`src/rtl/reg_writeback_if.sv`:
```
// reg_writeback_if: bundles the write-back block's ALU/load/read-address inputs and its
// write, hazard and occupancy outputs.
//   master : upstream side (drives ALU results, loads, read addresses)
//   slave  : reg_writeback itself
// Optional macro WB_BYPASS_EN adds the byp1_*/byp2_* bypass signals.
interface reg_writeback_if #(
    parameter int unsigned DEPTH = 4,
    parameter int unsigned AW    = 4,
    parameter int unsigned DW    = 16
);
    localparam int unsigned CW = $clog2(DEPTH) + 1;

    logic          alu_valid;
    logic          alu_ready;
    logic [AW-1:0] alu_dest;
    logic [DW-1:0] alu_data;
    logic          alu_wr0;
    logic [DW-1:0] alu_r0data;
    logic          mem_valid;
    logic [AW-1:0] mem_dest;
    logic [DW-1:0] mem_data;
    logic [AW-1:0] add1;
    logic [AW-1:0] add2;
    logic          hazard1;
    logic          hazard2;
    logic [AW-1:0] wadd;
    logic [DW-1:0] wdata;
    logic          regwrite;
    logic [DW-1:0] wr0;
    logic          r0write;
    logic [CW-1:0] count;
`ifdef WB_BYPASS_EN
    logic          byp1_valid;
    logic [DW-1:0] byp1_data;
    logic          byp2_valid;
    logic [DW-1:0] byp2_data;
`endif

    modport master (
        output alu_valid, alu_dest, alu_data, alu_wr0, alu_r0data,
        output mem_valid, mem_dest, mem_data, add1, add2,
        input  alu_ready, hazard1, hazard2, wadd, wdata, regwrite, wr0, r0write, count
`ifdef WB_BYPASS_EN
        , input byp1_valid, byp1_data, byp2_valid, byp2_data
`endif
    );

    modport slave (
        input  alu_valid, alu_dest, alu_data, alu_wr0, alu_r0data,
        input  mem_valid, mem_dest, mem_data, add1, add2,
        output alu_ready, hazard1, hazard2, wadd, wdata, regwrite, wr0, r0write, count
`ifdef WB_BYPASS_EN
        , output byp1_valid, byp1_data, byp2_valid, byp2_data
`endif
    );
endinterface

```
`src/rtl/reg_writeback.sv`:
```
// reg_writeback: write-side companion to the register file. Buffers ALU results in a
// DEPTH-entry FIFO, arbitrates loads (priority) against the FIFO head, and issues one
// registered general write plus an optional R0 write per cycle. Reports read-after-write
// hazards for the two operand read addresses.
// Ports:
//   i_clk   : rising-edge clock
//   i_reset : synchronous active-high reset
//   wb      : reg_writeback_if.slave (ALU/load inputs, read addresses, write/hazard outputs)
// Optional macro WB_BYPASS_EN: drives byp*_valid/byp*_data from the output stage and
// suppresses the hazard that stage alone would raise.
module reg_writeback #(
    parameter int unsigned DEPTH = 4,
    parameter int unsigned AW    = 4,
    parameter int unsigned DW    = 16
) (
    input logic            i_clk,
    input logic            i_reset,
    reg_writeback_if.slave wb
);
    localparam int unsigned PW = $clog2(DEPTH);
    localparam int unsigned CW = PW + 1;

    logic [AW-1:0] r_dest   [DEPTH];
    logic [DW-1:0] r_data   [DEPTH];
    logic          r_fwr0   [DEPTH];
    logic [DW-1:0] r_r0data [DEPTH];
    logic [PW-1:0] r_wptr, r_rptr;
    logic [CW-1:0] r_count;

    logic          r_regwrite, r_r0write;
    logic [AW-1:0] r_wadd;
    logic [DW-1:0] r_wdata, r_wr0;

    logic w_push, w_pop;
    logic w_fm1, w_fm2, w_r0p;
    logic w_out1, w_out2, w_r0h1, w_r0h2;

    assign wb.alu_ready = (r_count != CW'(DEPTH));
    assign wb.count     = r_count;
    assign wb.regwrite  = r_regwrite;
    assign wb.wadd      = r_wadd;
    assign wb.wdata     = r_wdata;
    assign wb.r0write   = r_r0write;
    assign wb.wr0       = r_wr0;

    assign w_push = wb.alu_valid && wb.alu_ready;
    // Loads have no backpressure, so the FIFO only drains in cycles without a load.
    assign w_pop  = !wb.mem_valid && (r_count != '0);

    always_ff @(posedge i_clk) begin
        if (w_push) begin
            r_dest[r_wptr]   <= wb.alu_dest;
            r_data[r_wptr]   <= wb.alu_data;
            r_fwr0[r_wptr]   <= wb.alu_wr0;
            r_r0data[r_wptr] <= wb.alu_r0data;
        end
    end

    always_ff @(posedge i_clk) begin
        if (i_reset) begin
            r_wptr     <= '0;
            r_rptr     <= '0;
            r_count    <= '0;
            r_regwrite <= 1'b0;
            r_r0write  <= 1'b0;
            r_wadd     <= '0;
            r_wdata    <= '0;
            r_wr0      <= '0;
        end else begin
            if (w_push) r_wptr <= r_wptr + PW'(1);
            if (w_pop)  r_rptr <= r_rptr + PW'(1);
            case ({w_push, w_pop})
                2'b10:   r_count <= r_count + CW'(1);
                2'b01:   r_count <= r_count - CW'(1);
                default: r_count <= r_count;
            endcase

            if (wb.mem_valid) begin
                r_regwrite <= 1'b1;
                r_wadd     <= wb.mem_dest;
                r_wdata    <= wb.mem_data;
                r_r0write  <= 1'b0;
            end else if (w_pop) begin
                r_regwrite <= 1'b1;
                r_wadd     <= r_dest[r_rptr];
                r_wdata    <= r_data[r_rptr];
                r_r0write  <= r_fwr0[r_rptr];
                if (r_fwr0[r_rptr]) r_wr0 <= r_r0data[r_rptr];
            end else begin
                r_regwrite <= 1'b0;
                r_r0write  <= 1'b0;
            end
        end
    end

    // Scan occupied FIFO slots: slot i is live when its distance from the read pointer
    // is below the occupancy.
    always_comb begin
        logic [PW-1:0] off;
        w_fm1 = 1'b0;
        w_fm2 = 1'b0;
        w_r0p = 1'b0;
        for (int i = 0; i < int'(DEPTH); i++) begin
            off = PW'(i) - r_rptr;
            if ({1'b0, off} < r_count) begin
                if (r_dest[i] == wb.add1) w_fm1 = 1'b1;
                if (r_dest[i] == wb.add2) w_fm2 = 1'b1;
                if (r_fwr0[i])            w_r0p = 1'b1;
            end
        end
    end

    assign w_out1 = r_regwrite && (r_wadd == wb.add1);
    assign w_out2 = r_regwrite && (r_wadd == wb.add2);
    assign w_r0h1 = (wb.add1 == '0) && (w_r0p || r_r0write);
    assign w_r0h2 = (wb.add2 == '0) && (w_r0p || r_r0write);

`ifdef WB_BYPASS_EN
    // Bypass only when the output stage holds the youngest pending value for the address.
    assign wb.byp1_valid = w_out1 && !w_fm1 && !w_r0h1;
    assign wb.byp2_valid = w_out2 && !w_fm2 && !w_r0h2;
    assign wb.byp1_data  = r_wdata;
    assign wb.byp2_data  = r_wdata;
    assign wb.hazard1    = w_fm1 || w_r0h1 || (w_out1 && !wb.byp1_valid);
    assign wb.hazard2    = w_fm2 || w_r0h2 || (w_out2 && !wb.byp2_valid);
`else
    assign wb.hazard1    = w_fm1 || w_out1 || w_r0h1;
    assign wb.hazard2    = w_fm2 || w_out2 || w_r0h2;
`endif

endmodule

```
`src/flat_wrapper.sv`:
```
// flat-port wrapper written by rule: the top's interface ports become plain ports
module reg_writeback_flat 
#(
    parameter int unsigned DEPTH = 4,
    parameter int unsigned AW    = 4,
    parameter int unsigned DW    = 16
)
  (i_clk, i_reset, wb_alu_valid, wb_alu_dest, wb_alu_data, wb_alu_wr0, wb_alu_r0data, wb_mem_valid, wb_mem_dest, wb_mem_data, wb_add1, wb_add2, wb_alu_ready, wb_hazard1, wb_hazard2, wb_wadd, wb_wdata, wb_regwrite, wb_wr0, wb_r0write, wb_count);
  reg_writeback_if #(.DEPTH(DEPTH), .AW(AW), .DW(DW)) wb_i ();
  input logic i_clk;
  input logic i_reset;
  input wire logic [$bits(wb_i.alu_valid)-1:0] wb_alu_valid;
  input wire logic [$bits(wb_i.alu_dest)-1:0] wb_alu_dest;
  input wire logic [$bits(wb_i.alu_data)-1:0] wb_alu_data;
  input wire logic [$bits(wb_i.alu_wr0)-1:0] wb_alu_wr0;
  input wire logic [$bits(wb_i.alu_r0data)-1:0] wb_alu_r0data;
  input wire logic [$bits(wb_i.mem_valid)-1:0] wb_mem_valid;
  input wire logic [$bits(wb_i.mem_dest)-1:0] wb_mem_dest;
  input wire logic [$bits(wb_i.mem_data)-1:0] wb_mem_data;
  input wire logic [$bits(wb_i.add1)-1:0] wb_add1;
  input wire logic [$bits(wb_i.add2)-1:0] wb_add2;
  output wire logic [$bits(wb_i.alu_ready)-1:0] wb_alu_ready;
  output wire logic [$bits(wb_i.hazard1)-1:0] wb_hazard1;
  output wire logic [$bits(wb_i.hazard2)-1:0] wb_hazard2;
  output wire logic [$bits(wb_i.wadd)-1:0] wb_wadd;
  output wire logic [$bits(wb_i.wdata)-1:0] wb_wdata;
  output wire logic [$bits(wb_i.regwrite)-1:0] wb_regwrite;
  output wire logic [$bits(wb_i.wr0)-1:0] wb_wr0;
  output wire logic [$bits(wb_i.r0write)-1:0] wb_r0write;
  output wire logic [$bits(wb_i.count)-1:0] wb_count;
  assign wb_i.alu_valid = wb_alu_valid;
  assign wb_i.alu_dest = wb_alu_dest;
  assign wb_i.alu_data = wb_alu_data;
  assign wb_i.alu_wr0 = wb_alu_wr0;
  assign wb_i.alu_r0data = wb_alu_r0data;
  assign wb_i.mem_valid = wb_mem_valid;
  assign wb_i.mem_dest = wb_mem_dest;
  assign wb_i.mem_data = wb_mem_data;
  assign wb_i.add1 = wb_add1;
  assign wb_i.add2 = wb_add2;
  assign wb_alu_ready = wb_i.alu_ready;
  assign wb_hazard1 = wb_i.hazard1;
  assign wb_hazard2 = wb_i.hazard2;
  assign wb_wadd = wb_i.wadd;
  assign wb_wdata = wb_i.wdata;
  assign wb_regwrite = wb_i.regwrite;
  assign wb_wr0 = wb_i.wr0;
  assign wb_r0write = wb_i.r0write;
  assign wb_count = wb_i.count;
  reg_writeback #(.DEPTH(DEPTH), .AW(AW), .DW(DW)) u_core (.i_clk(i_clk), .i_reset(i_reset), .wb(wb_i));
endmodule
```
`config.mk`:
```
export PLATFORM = sky130hd
export DESIGN_NAME = reg_writeback_flat
export DESIGN_NICKNAME = d
export VERILOG_FILES = /design/src/rtl/reg_writeback_if.sv /design/src/rtl/reg_writeback.sv /design/src/flat_wrapper.sv
export SDC_FILE = /design/constraint.sdc
export NUM_CORES = 1
export LEC_CHECK = 0
export CORE_ASPECT_RATIO = 0.7
export CORE_MARGIN = 2
export CORE_UTILIZATION = 40
export CTS_CLUSTER_SIZE = 16
export DETAILED_ROUTE_END_ITERATION = 10
export SLEW_MARGIN = 40
export SYNTH_ARGS = -nofsm -noshare
export SYNTH_HDL_FRONTEND = slang
export SYNTH_SLANG_ARGS = --single-unit
```
`constraint.sdc`:
```
create_clock -name i_clk -period 4.7 [get_ports i_clk]
set_input_delay 1.175 -clock i_clk [delete_from_list [all_inputs] [get_ports i_clk]]
set_output_delay 1.175 -clock i_clk [all_outputs]
set_load 0.02 [all_outputs]
```
==> qor.csv <==
metric,value,unit
Layout Nets,668,
port bufs,112,
die area,21000,sq um
latest clock arrival within the worst-skew pair,0.43,ns
CTS Hold Bufs,0,
layout cells sized above 1,14.0,%
synthesized cell area,7940,sq um
die span in x,172,um
grt ovf,0,
"top cells by area, synth","edfxtp_1 (56%), dfxtp_1 (12%), mux4_2 (10%), mux2i_1 (4.5%), xnor2_1 (3.3%)",
Placed Area,9310,sq um
Iter 0 DRT Violations,320,
post-synth top area share,56.0,%
worst r2r src,u_core.wb.count[2],
clock sinks,195,
CP max stage cell,clkdlybuf4s50_1,
Yosys reg bits,195,
Longest Clk Path Bufs,2,
utilization after layout,50.5,%
final critical-path share of the clock period,94.8,%
routed len/inst,19.5,um
data arrival time of the worst path,3.28,ns
Area growth syn-to-layout,24.8,%
Pre-antenna DRT Iters,5,
number of global-route vias before repair,4727,
"Seq/Total Area, Yosys",67.8,%
Worst path depth,7,
final slew viol count,0,
count of final setup violators,0,
Worst Setup Path Type,input port to primary output,
crit path launch type,input port,
top cell type by total area after synthesis,edfxtp_1,
min-delay src,u_core.wb.wr0[4],
setup TNS,0,ns
crit-path max FO,6,
Worst VDD drop,0.000260,V
DRT met1 WL,8.13,mm
highest metal used,met4,
Leakage,3.38,nW
Site Rows,43,
syn nets,563,
via/cell ratio,5.08,
Top delay family on crit path,buffers and inverters,
Yosys warnings,0,
status,completed,
asr flop ratio synth,0,%
Initial Utilization,40.4,%
largest net degree at the start of global routing,47,
number of fill cells,1642,
hold depth,2,
most frequent cells in the layout,"edfxtp_1 (148), clkdlybuf4s50_1 (111), nor2_1 (48)",
CP Cell Sequence,clkdlybuf4s50_1 -> xor2_1 -> nor4_1 -> o21ai_0 -> o221a_2 -> o211ai_1 -> clkdlybuf4s50_1,
first-pass GRT wire length,26.4,mm
number of synthesized flops with an enable pin,148,
Ports,113,
Critical Path RT,3.52,ns
worst r2r path cells,9,
Final Wtd Congestion,0.798,
register-to-register setup slack,2.16,ns
CTS resizes,0,
crit path time final,4.46,ns
syn_area_per_cell,16.4,sq um
"Top FF cell, synth",edfxtp_1,
Peak Freq,0.224,GHz
initial antenna violation count,1,
vias,4440,
"Reg clk slew, reported paths",0.07,ns
Crit path largest cell delay,0.65,ns
H-Tree Depth,4,
post-CTS setup buffers,0,
total CTS buffers,17,
Netlist cell types,36,
DRC,0,
Die H,122,um
Slew headroom,56.8,%
"most common cell after layout, fill and taps aside",edfxtp_1,
Post-Layout Inst Area,9910,sq um
Root Driver,clkbuf_16,
hold slack,0.495,ns
met3 WL,1.21,mm
worst hold path type,register to register,
post-detail-place hpwl,10.8,mm
R2R Path End,u_core.wb.count[2],
Clock Skew,0.0121,ns
Cell Pwr Density,518,nW/um^2
CTS tree,built,
CP most frequent cell,clkdlybuf4s50_1,
Slew @ Worst Pin,0.648,ns
# Max-Cap Violations,0,
GR Util All Layers,17.2,%
metal2 WL,7.55,mm
WP buf/inv,2,
Worst Hold End,u_core.wb.wr0[4],
total power,5.13,mW
post-route ant nets,0,
Core Area,19600,sq um
RSZ-0062 raised after global routing,no,
Setup crit end kind,primary output,
Hold Fails Final Rpt,0,
drt total wl,17.1,mm
post-synthesis cell count,484,
[Yosys cell counts (2+ instances only)]
library cell    n
nand2_1         4
or4_1           2
ha_1            9
nor2_1         48
and3_1          4
o221a_2         2
buf_1           2
buf_4           3
inv_1           9
xnor2_1        30
nand2b_1        2
a31oi_1         2
o21ai_0         7
mux2i_1        36
clkbuf_1       19
xor2_1         16
nor4_1          2
o211ai_1        2
a211oi_1       20
nand4_1         6
dfxtp_1        47
buf_2           6
a21oi_1         8
edfxtp_1      148
nor3_1          3
mux4_2         37
[layer usage]
metal | up-vias | global-route usage, %
li1 | 2064 | -
met4 | 0 | 5.15
met3 | 15 | 4.32
met5 | - | 0
met1 | 2232 | 24.9
met2 | 129 | 25.9
[worst reg2reg max path: stages (launching register included)]
cell	delay [ns]
dfxtp_1	0.58
nand3_1	0.30
and2_1	0.29
inv_1	0.09
ha_1	0.18
inv_1	0.06
fa_1	0.37
xor2_1	0.16
or3_1	0.30
a21oi_1	0.14
[per-stage QoR]
| step | setup slack [ns] | cells |
|---|---|---|
| 2_1_floorplan | 1.26 | 484 |
| 3_3_place_gp | 0.201 | 840 |
| 3_5_place_dp | 0.239 | 840 |
| 4_1_cts | 0.229 | 872 |
| 5_1_grt | 0.109 | 872 |
| 6_report | 0.242 | 874 |
[cell type report]
type / instances / area, sq um / area share (%)
Sequential cell: 195 / 5390 / 54.4
Multi-Input combinational cell: 249 / 2400 / 24.2
Timing Repair Buffer: 117 / 1160 / 11.7
Clock buffer: 17 / 425 / 4.29
Tap cell: 270 / 338 / 3.41
Clock inverter: 15 / 163 / 1.64
Inverter: 9 / 33.8 / 0.341
Antenna cell: 2 / 5.00 / 0.0505
[registers in the layout, summed over array words and instances (netlist names), named ones only]
name / flops
u_core.wb.count: 3
u_core.r_data: 64
u_core.r_r0data: 64
u_core.r_wptr: 2
u_core.r_rptr: 2
u_core.wb.wr0: 16
u_core.r_fwr0: 4
u_core.r_dest: 16
u_core.wb.r0write: 1
u_core.wb.wdata: 16
u_core.wb.wadd: 4
u_core.wb.regwrite: 1
[worst max path at each step]
stage	to	from	slack (ns)
finish	wb_hazard1	wb_add1[2]	0.24
global route	wb_hazard1	wb_add1[2]	0.11
detailed placement	wb_hazard1	wb_add1[2]	0.24
CTS	wb_hazard1	wb_add1[2]	0.23
global placement	wb_hazard2	wb_add2[2]	0.20
floorplan	wb_hazard1	wb_add1[0]	1.26
[cells by family after synthesis]
kind of cell,Yosys count,share of synthesized area [%]
compound gates,42,3.56
flops,195,67.8
buf+inv,40,2.27
xor+xnor,46,5.07
mux,73,15.0
simple gates,78,4.57
fa+ha+maj,10,1.67
[report_power, final]
group | internal (mW) | switching [mW] | leakage, nW
clock | 0.713 | 0.701 | 0.283
sequential | 2.11 | 0.183 | 1.75
combinational | 0.699 | 0.727 | 1.35
total | 3.52 | 1.61 | 3.38
No activity file was read; power rests on OpenSTA's default activity.
